==> config.mk <==
export PLATFORM = sky130hd
export DESIGN_NAME = sd_multiblock_controller
export DESIGN_NICKNAME = d
export VERILOG_FILES = /design/src/rtl/sd_multiblock_controller.sv
export SDC_FILE = /design/constraint.sdc
export NUM_CORES = 1
export LEC_CHECK = 0
export ABC_CLOCK_PERIOD_IN_PS = 2000
export BUFFER_PORTS_ARGS = -buffer_cell sky130_fd_sc_hd__buf_2
export CORE_MARGIN = 4
export CORE_UTILIZATION = 40
export DETAILED_ROUTE_END_ITERATION = 6
export PLACE_DENSITY = 0.77
export SYNTH_ARGS = -nofsm -noshare
export SYNTH_HDL_FRONTEND = slang
export SYNTH_SLANG_ARGS = --single-unit
==> constraint.sdc <==
create_clock -name clk -period 2 [get_ports clk]
set_input_delay 0.2 -clock clk [delete_from_list [all_inputs] [get_ports clk]]
set_output_delay 0.2 -clock clk [all_outputs]
set_load 0.03 [all_outputs]
==> src/rtl/sd_multiblock_controller.sv <==
// ---------------------------------------------------------------------------
// sd_multiblock_controller
//
// Top-level sequencer for the SPI-mode SD card path. After reset it runs card
// initialisation. It then services multi-block write and read requests from
// the bulk engine, one block at a time. It enables exactly one sub-controller
// (init / write / read) and muxes that sub-controller's command frame and chip
// select onto the shared SPI shifter. The card address advances per block.
// A block or an initialisation that stalls for TIMEOUT_CYCLES aborts through
// a one-cycle ERROR state, and the card is then re-initialised.
//
// Ports
//   clk, rst                   clock, synchronous active-high reset
//   write_req, read_req        request levels, sampled only in IDLE
//   start_addr, block_count    request parameters, sampled with the request
//   block_addressing           1 = SDHC (+1 per block), 0 = SDSC (+512)
//   init_status, blk_status    sub-controller done pulses
//   *_command, *_cs            sub-controller frames and chip selects
//   init/write/read_enable     sub-controller enables
//   blk_addr                   address of the current block
//   command, cs, divider       muxed SPI shifter controls (divider=1: slow SCLK)
//   busy, spi_init_done        status levels
//   transfer_done/_error       one-cycle completion / abort pulses
//   blocks_done                blocks completed in the current/last request
// ---------------------------------------------------------------------------
module sd_multiblock_controller #(
  parameter int CMD_W          = 48,
  parameter int ADDR_W         = 32,
  parameter int MAX_BLOCKS     = 16,
  parameter int TIMEOUT_CYCLES = 65535,
  localparam int CNT_W         = $clog2(MAX_BLOCKS + 1)
) (
  input  logic              clk,
  input  logic              rst,
  input  logic              write_req,
  input  logic              read_req,
  input  logic [ADDR_W-1:0] start_addr,
  input  logic [CNT_W-1:0]  block_count,
  input  logic              block_addressing,
  input  logic              init_status,
  input  logic              blk_status,
  input  logic [CMD_W-1:0]  init_command,
  input  logic [CMD_W-1:0]  write_command,
  input  logic [CMD_W-1:0]  read_command,
  input  logic              init_cs,
  input  logic              write_cs,
  input  logic              read_cs,
  output logic              init_enable,
  output logic              write_enable,
  output logic              read_enable,
  output logic [ADDR_W-1:0] blk_addr,
  output logic [CMD_W-1:0]  command,
  output logic              cs,
  output logic              divider,
  output logic              busy,
  output logic              spi_init_done,
  output logic              transfer_done,
  output logic              transfer_error,
  output logic [CNT_W-1:0]  blocks_done
);

  localparam int TO_W = $clog2(TIMEOUT_CYCLES + 1);

  typedef enum logic [2:0] {
    ST_INIT, ST_IDLE, ST_WRITE, ST_READ, ST_ERROR
  } state_t;

  state_t             state_q, state_d;
  logic [TO_W-1:0]    timer_q, timer_d;
  logic [ADDR_W-1:0]  blk_addr_q, blk_addr_d;
  logic [CNT_W-1:0]   remaining_q, remaining_d;
  logic [CNT_W-1:0]   blocks_done_q, blocks_done_d;
  logic               gap_q, gap_d;
  logic               spi_init_done_q, spi_init_done_d;
  logic               transfer_done_q, transfer_done_d;
  logic               transfer_error_q, transfer_error_d;

  logic               timeout;
  logic               blk_ok;
  logic [CNT_W-1:0]   req_count;
  logic [ADDR_W-1:0]  addr_step;

  assign timeout   = (timer_q == TO_W'(TIMEOUT_CYCLES - 1));
  // A block completes only while its sub-controller is actually enabled.
  assign blk_ok    = blk_status && !gap_q &&
                     (state_q == ST_WRITE || state_q == ST_READ);
  assign req_count = (block_count > CNT_W'(MAX_BLOCKS)) ? CNT_W'(MAX_BLOCKS)
                                                        : block_count;
  assign addr_step = block_addressing ? ADDR_W'(1) : ADDR_W'(512);

  // Next-state and register update logic.
  // NOTE: every variable gets a default first so no path leaves it unassigned
  // and no latch is inferred.
  always_comb begin
    state_d          = state_q;
    blk_addr_d       = blk_addr_q;
    remaining_d      = remaining_q;
    blocks_done_d    = blocks_done_q;
    gap_d            = 1'b0;
    spi_init_done_d  = spi_init_done_q;
    transfer_done_d  = 1'b0;
    transfer_error_d = 1'b0;

    case (state_q)
      ST_INIT: begin
        if (init_status) begin
          state_d         = ST_IDLE;
          spi_init_done_d = 1'b1;
        end else if (timeout) begin
          state_d          = ST_ERROR;
          transfer_error_d = 1'b1;
          spi_init_done_d  = 1'b0;
        end
      end
      ST_IDLE: begin
        if (write_req || read_req) begin
          blk_addr_d    = start_addr;
          remaining_d   = req_count;
          blocks_done_d = '0;
          if (req_count == '0) transfer_done_d = 1'b1;
          else state_d = write_req ? ST_WRITE : ST_READ;
        end
      end
      ST_WRITE, ST_READ: begin
        // blk_status is checked before timeout so it wins a same-cycle tie.
        if (blk_ok) begin
          blocks_done_d = blocks_done_q + 1'b1;
          blk_addr_d    = blk_addr_q + addr_step;
          remaining_d   = remaining_q - 1'b1;
          if (remaining_q == CNT_W'(1)) begin
            state_d         = ST_IDLE;
            transfer_done_d = 1'b1;
          end else begin
            gap_d = 1'b1;
          end
        end else if (timeout) begin
          state_d          = ST_ERROR;
          transfer_error_d = 1'b1;
          spi_init_done_d  = 1'b0;
        end
      end
      default: state_d = ST_INIT;
    endcase

    if (state_d != state_q || blk_ok || state_q == ST_IDLE) timer_d = '0;
    else                                                    timer_d = timer_q + 1'b1;
  end

  // NOTE: sequential state uses non-blocking assignments so every flop samples
  // the pre-edge values regardless of statement order.
  always_ff @(posedge clk) begin
    if (rst) begin
      state_q          <= ST_INIT;
      timer_q          <= '0;
      blk_addr_q       <= '0;
      remaining_q      <= '0;
      blocks_done_q    <= '0;
      gap_q            <= 1'b0;
      spi_init_done_q  <= 1'b0;
      transfer_done_q  <= 1'b0;
      transfer_error_q <= 1'b0;
    end else begin
      state_q          <= state_d;
      timer_q          <= timer_d;
      blk_addr_q       <= blk_addr_d;
      remaining_q      <= remaining_d;
      blocks_done_q    <= blocks_done_d;
      gap_q            <= gap_d;
      spi_init_done_q  <= spi_init_done_d;
      transfer_done_q  <= transfer_done_d;
      transfer_error_q <= transfer_error_d;
    end
  end

  // Moore output decode from the registered state.
  always_comb begin
    init_enable  = 1'b0;
    write_enable = 1'b0;
    read_enable  = 1'b0;
    divider      = 1'b0;
    command      = '0;
    cs           = 1'b1;
    case (state_q)
      ST_INIT: begin
        init_enable = 1'b1;
        divider     = 1'b1;
        command     = init_command;
        cs          = init_cs;
      end
      ST_WRITE: begin
        write_enable = !gap_q;
        command      = write_command;
        cs           = write_cs;
      end
      ST_READ: begin
        read_enable = !gap_q;
        command     = read_command;
        cs          = read_cs;
      end
      default: ;
    endcase
  end

  assign busy           = (state_q != ST_IDLE);
  assign blk_addr       = blk_addr_q;
  assign blocks_done    = blocks_done_q;
  assign spi_init_done  = spi_init_done_q;
  assign transfer_done  = transfer_done_q;
  assign transfer_error = transfer_error_q;

endmodule

Word level (Yosys, flattened, before mapping)
Cells that the tools add are included.

$add $sub $neg: 4. $mul: 0. Div/mod/pow operators: 0. Magnitude comparators: 1. Equality and inequality tests: 10. Shift-type cells: 0. Mux-type cells: 38. Bitwise gates (word level): 2. Reduce and logical (&&, ||, !) cells: 16.

Operator list (number): $pmux W48 S3 (1); $mux W32 (2); $pmux W32 S2 (1); $add A32 B10 Y32 (1); $mux W5 (5); $pmux W5 S2 (2); $mux W3 (6); $add A16 B1 Y16 const B (1); $eq A16 B16 Y1 const B (1); $mux W1 (15); $mux W10 (1); $pmux W3 S3 (1); $eq A3 B2 Y1 const B (2); $ne A2 B2 Y1 const B (3); $pmux W1 S2 (3); $add A5 B1 Y5 const B (1); $eq A5 B1 Y1 const B (1); $gt A5 B5 Y1 const B (1); $logic_not A5 Y1 (1); $sub A5 B1 Y5 const B (1); $logic_or A1 B1 Y1 (4); $reduce_bool A2 Y1 (2); $reduce_or A2 Y1 (2); $eq A3 B1 Y1 const B (1); other kinds (10) (12).

Flip-flop bits (word level): 65. Bits in latches: 0. Bits in writable memories: 0. ROM bits: 0. Bits of input ports: 191. Output and inout bits: 94. Word-level logic and storage cells: 80. Memories: 0.

Logic depth before layout (Yosys ltp)
Depth after elaboration: 10. Gate-level depth with buffers: 8. Gate-level depth less buffers: 7.

Worst setup path after synthesis
Ideal clock, no wire load.

Kind: reg-to-output. From: register state_q[1]. To: output command[13]. Arrival time: 1.862 ns. Required time: 1.800 ns. Setup slack: -0.062 ns. Cell stages (with the launch flop): 7. Path buffers: 3. Path through: dfxtp_1 -> clkbuf_1 -> and2_1 -> clkbuf_1 -> buf_1 -> a21oi_1 -> nor2_1.

Cells in the longest elaborated chain, start to end: 2. Elaborated cells on any way between the ends: 4. Classes of those cells: eq/ne: 2; mux: 1; reduce/logical: 1.

Ends and longest elaborated chain: start: declaration (line 68) `state_t state_q, state_d;`; start signal: assignment (line 163) `state_q <= state_d;`; $eq A3 B2 Y1 or $logic_not A3 Y1 (tied branches) (line 183) `case (state_q)`; $pmux W48 S3 * (line 183); end: declaration (line 52) `output logic [CMD_W-1:0] command,`.

Every way passes the cells marked *; elsewhere a longest branch is shown, timed or not.

Worst setup path after layout
From: register blk_addr_q[9] (netlist: blk_addr[9]). To: register blk_addr_q[22] (netlist: blk_addr[22]).

Cells in the longest elaborated chain, start to end: 3.

Ends and longest elaborated chain: start: declaration (line 70) `logic [ADDR_W-1:0] blk_addr_q, blk_addr_d;`; start signal: assignment (line 165) `blk_addr_q <= blk_addr_d;`; $add A32 B10 Y32 (line 128) `blk_addr_d = blk_addr_q + addr_step;`; $mux W32 (line 126) `if (blk_ok) begin`; $pmux W32 S2 (line 104) `case (state_q)`.

Every way passes these cells. The select of a mux whose other input is x is not followed. A chain may end at the register's enable or synchronous reset.

==> summary.txt <==
Global routing
  • First-pass GRT wire length: 29.14 mm
  • Vias in the first global route: 5836
  • Largest net degree at the start of global routing: 49
  • Gr ovfl total: 0
  • Initial antenna violation count: 4
  • GRT Total Usage: 0.2458

Worst setup path
  • Reg2reg end: blk_addr[22]$_SDFFE_PP0P_
  • Worst-case reg-to-reg path depth: 6
  • Max incr delay on CP: 0.42 ns
  • CP cell instances: ha_4 -> and4_4 -> a41o_1 -> nand2_1 -> or4_1 -> a31oi_1
  • Worst EP arrival: 2.18 ns
  • Crit-path slowest cell: or4_1
  • CP Capture Type: flip-flop
  • Crit start category: flip-flop
  • CP required: 2.26 ns
  • R2R Setup Slk: 0.08 ns
  • Critical path type: flip-flop to flip-flop
  • Reg-to-Reg Start: blk_addr[9]$_SDFFE_PP0P_
  • Crit-path max FO: 4

Outcome
  • Status: complete, no violations

Routing
  • Via count: 6288
  • First-pass iteration count of the detailed router: 5
  • Iter 0 DRT Violations: 644
  • Routed length per instance: 16.50 um
  • DRC: 0
  • Via-per-instance ratio: 5.435
  • Wirelength, routed: 19.09 mm
  • Detail Route Antenna Nets: 0

Clocking
  • Worst-skew pair later-pin latency: 0.33 ns
  • Num CTS Buffers: 9
  • TritonCTS clock tree: built
  • Clock slew seen by the registers of the worst setup and hold paths: 0.06 ns
  • H-tree levels: 3
  • CTS sink count: 65
  • Clk buf depth: 2
  • Root Buffer: clkbuf_16
  • Hold Buf Count CTS: 0

Die
  • DIE HEIGHT: 119.7 um
  • Die Footprint: 14320 sq um
  • Die width: 119.7 um
  • Row cnt: 40
  • # IOs: 285
  • Core area: 12110 sq um
  • Initial Util: 0.4119

Hold path
  • Worst min-delay path startpoint: start_addr[18]
  • Hold crit path type: primary input to flip-flop
  • Worst Hold Endpoint: blk_addr[18]$_SDFFE_PP0P_
  • Worst hold stages: 2

Timing
  • Period Utilization, post-route: 0.9591
  • PnR worst setup slack: 0.08179 ns
  • Worst rel slew slack: 0.5678
  • F_max: 521.3 MHz
  • Worst Skew: 0.004624 ns
  • Final max-slew violation count: 0
  • Hold_ws: 0.1314 ns
  • Final Hold Fails: 0
  • Final period demand of the worst path: 1.918 ns
  • Worst-Margin Slew: 0.6468 ns
  • Final Setup Violations: 0
  • Unrepaired setup endpoints after global routing: false

Synth
  • Post-synth top area cell: dfxtp_1
  • Asr flop ratio synth: 0
  • Cell Area, Synth: 4989 sq um
  • Top cell type's share of synthesized area: 0.2608
  • Synthesized instance count: 696
  • Most used DFF post-synth: dfxtp_1
  • Register area share after synthesis: 0.2608
  • Number of synthesized flops with an enable pin: 0
  • Mean Syn Cell Area: 7.167 sq um
  • Yosys reg bits: 65
  • Synth unique cells: 71
  • Synthesis Warnings: 0
  • Synthesized Nets: 895
  • Dominant cells by area after synthesis: dfxtp_1, nor2_1, mux2i_1

Finish
  • Fraction of final layout cells with drive strength greater than 1: 0.4018
  • Area Overhead vs Synth: 46.18%
  • Final Net Count: 1182
  • Post-layout instance area: 7292 sq um

Power and ir drop
  • Pwr Density: 667.9 nW/um^2
  • LEAKAGE: 3.339 nW
  • Peak VDD IR: 0.0005880 V

Placement
  • Port Buffers: 284
  • Dpl cell area: 6759 sq um
  • Routability-driven placement congestion ratio: 0.9394
  • Dpl hpwl: 14.51 mm
  • Place WS: -0.04324 ns

Run
  • Max cap viols: 0
[worst max-delay path by stage]
stage | startpoint | endpoint | slack, ns | cells past startpoint
floorplan | blk_addr[14]$_SDFFE_PP0P_ | blk_addr[25]$_SDFFE_PP0P_ | 0.01 | 6
global placement | state_q[1]$_SDFF_PP0_ | blk_addr[17]$_SDFFE_PP0P_ | -0.0006 | 6
detailed placement | state_q[1]$_SDFF_PP0_ | remaining_q[2]$_SDFFE_PP0P_ | -0.04 | 5
CTS | blk_addr[9]$_SDFFE_PP0P_ | blk_addr[22]$_SDFFE_PP0P_ | 0.008 | 6
global route | state_q[1]$_SDFF_PP0_ | command[35] | 0.0009 | 7
finish | blk_addr[9]$_SDFFE_PP0P_ | blk_addr[22]$_SDFFE_PP0P_ | 0.08 | 6
[repair_timing]
action | CTS | global route
gates resized for setup | 10 | 19
pin swaps | 0 | 5
gates cloned | 0 | 2
setup endpoints to repair | 49 | 57
setup buffers | 0 | 6
[registers in the layout, indices dropped and copies added, names as in the netlist]
name and count:
blk_addr 32, blocks_done 5, gap_q 1, remaining_q 5
spi_init_done 1, state_q 3, timer_q 16, transfer_done 1
transfer_error 1
[layout make-up]
cell class / count / area, sq um
diodes: 1 / 2.502
clock buffers: 11 / 252.7
clock inverters: 5 / 30.03
fillers: 1166 / 4820
inverters: 9 / 33.78
multi-input cells: 563 / 3492
flip-flops and latches: 65 / 1310
well taps: 168 / 210.2
repair buffers: 335 / 1961
[metrics by stage]
stage,total power [W],cells,TNS [ns],util
6_report,0.004870,1157,0,0.6021
5_1_grt,0.005114,1156,0,0.6019
4_1_cts,0.004804,1148,0,0.5848
3_5_place_dp,0.003315,1132,-0.1007,0.5581
3_3_place_gp,0.003302,1132,-0.0006346,0.5581
2_1_floorplan,0.002674,696,0,-
[Yosys cell counts (all sizes together) (9+ instances only)]
| library cell | n |
|---|---|
| and3 | 12 |
| nand2 | 49 |
| inv | 9 |
| a21oi | 86 |
| buf | 26 |
| nand3 | 20 |
| xor2 | 13 |
| o21ai | 23 |
| clkbuf | 33 |
| nor2 | 147 |
| a31oi | 12 |
| mux2i | 53 |
| dfxtp | 65 |
| nor3 | 24 |
[cells by family (layout without fill, tap and decap cells)]
kind of cell,count (synthesis),count (layout),synth area share
compound gates,174,174,0.2139
xor+xnor,18,18,0.03160
fa+ha+maj,8,8,0.02007
buf+inv,68,360,0.05869
flops,65,65,0.2608
mux,54,54,0.1086
other cells,0,1,0
simple gates,309,309,0.3062
[cells in the final DEF (no fill, tap or decap), types with 4 or more instances in the layout]
master,synthesis,routed
buf_2,16,281
nor2_1,147,136
a21oi_1,86,86
dfxtp_1,65,60
mux2i_1,53,52
nand2_1,48,48
buf_4,2,40
nor3_1,22,22
o21ai_0,22,22
nand3_1,19,19
xor2_1,13,13
and3_1,12,12
clkbuf_16,0,11
a31oi_1,10,10
nor2_2,0,10
inv_1,9,9
a211oi_1,7,7
nand4_1,7,7
ha_1,8,7
o22ai_1,6,6
nand2b_1,6,6
buf_12,0,6
a311oi_1,5,5
and2_1,6,5
o31ai_1,6,5
xnor2_1,5,5
nor4_1,6,4
nor4b_1,4,4
dfxtp_2,0,4
[critical path: cells and delay by family, from the launching register on]
kind	cells	cell delay [ns]
adders and majority gates	1	0.27
AOI/OAI and AO/OA	2	0.41
DFF	1	0.33
and+or+nand+nor	3	0.83
[power by group]
part,internal [W],switching [W]
registers,0.00138,0.000101
clock network,0.000898,0.000573
logic,0.000737,0.00118
[routing by layer]
metal  track usage  routed length (um)  share of wire
met5             0                  36         0.0019
met1        0.3307                8108           0.42
met2        0.3909                8839           0.46
met3       0.07399                1895          0.099
met4       0.05154                 206          0.011
Power figures use the tool's default switching activity.
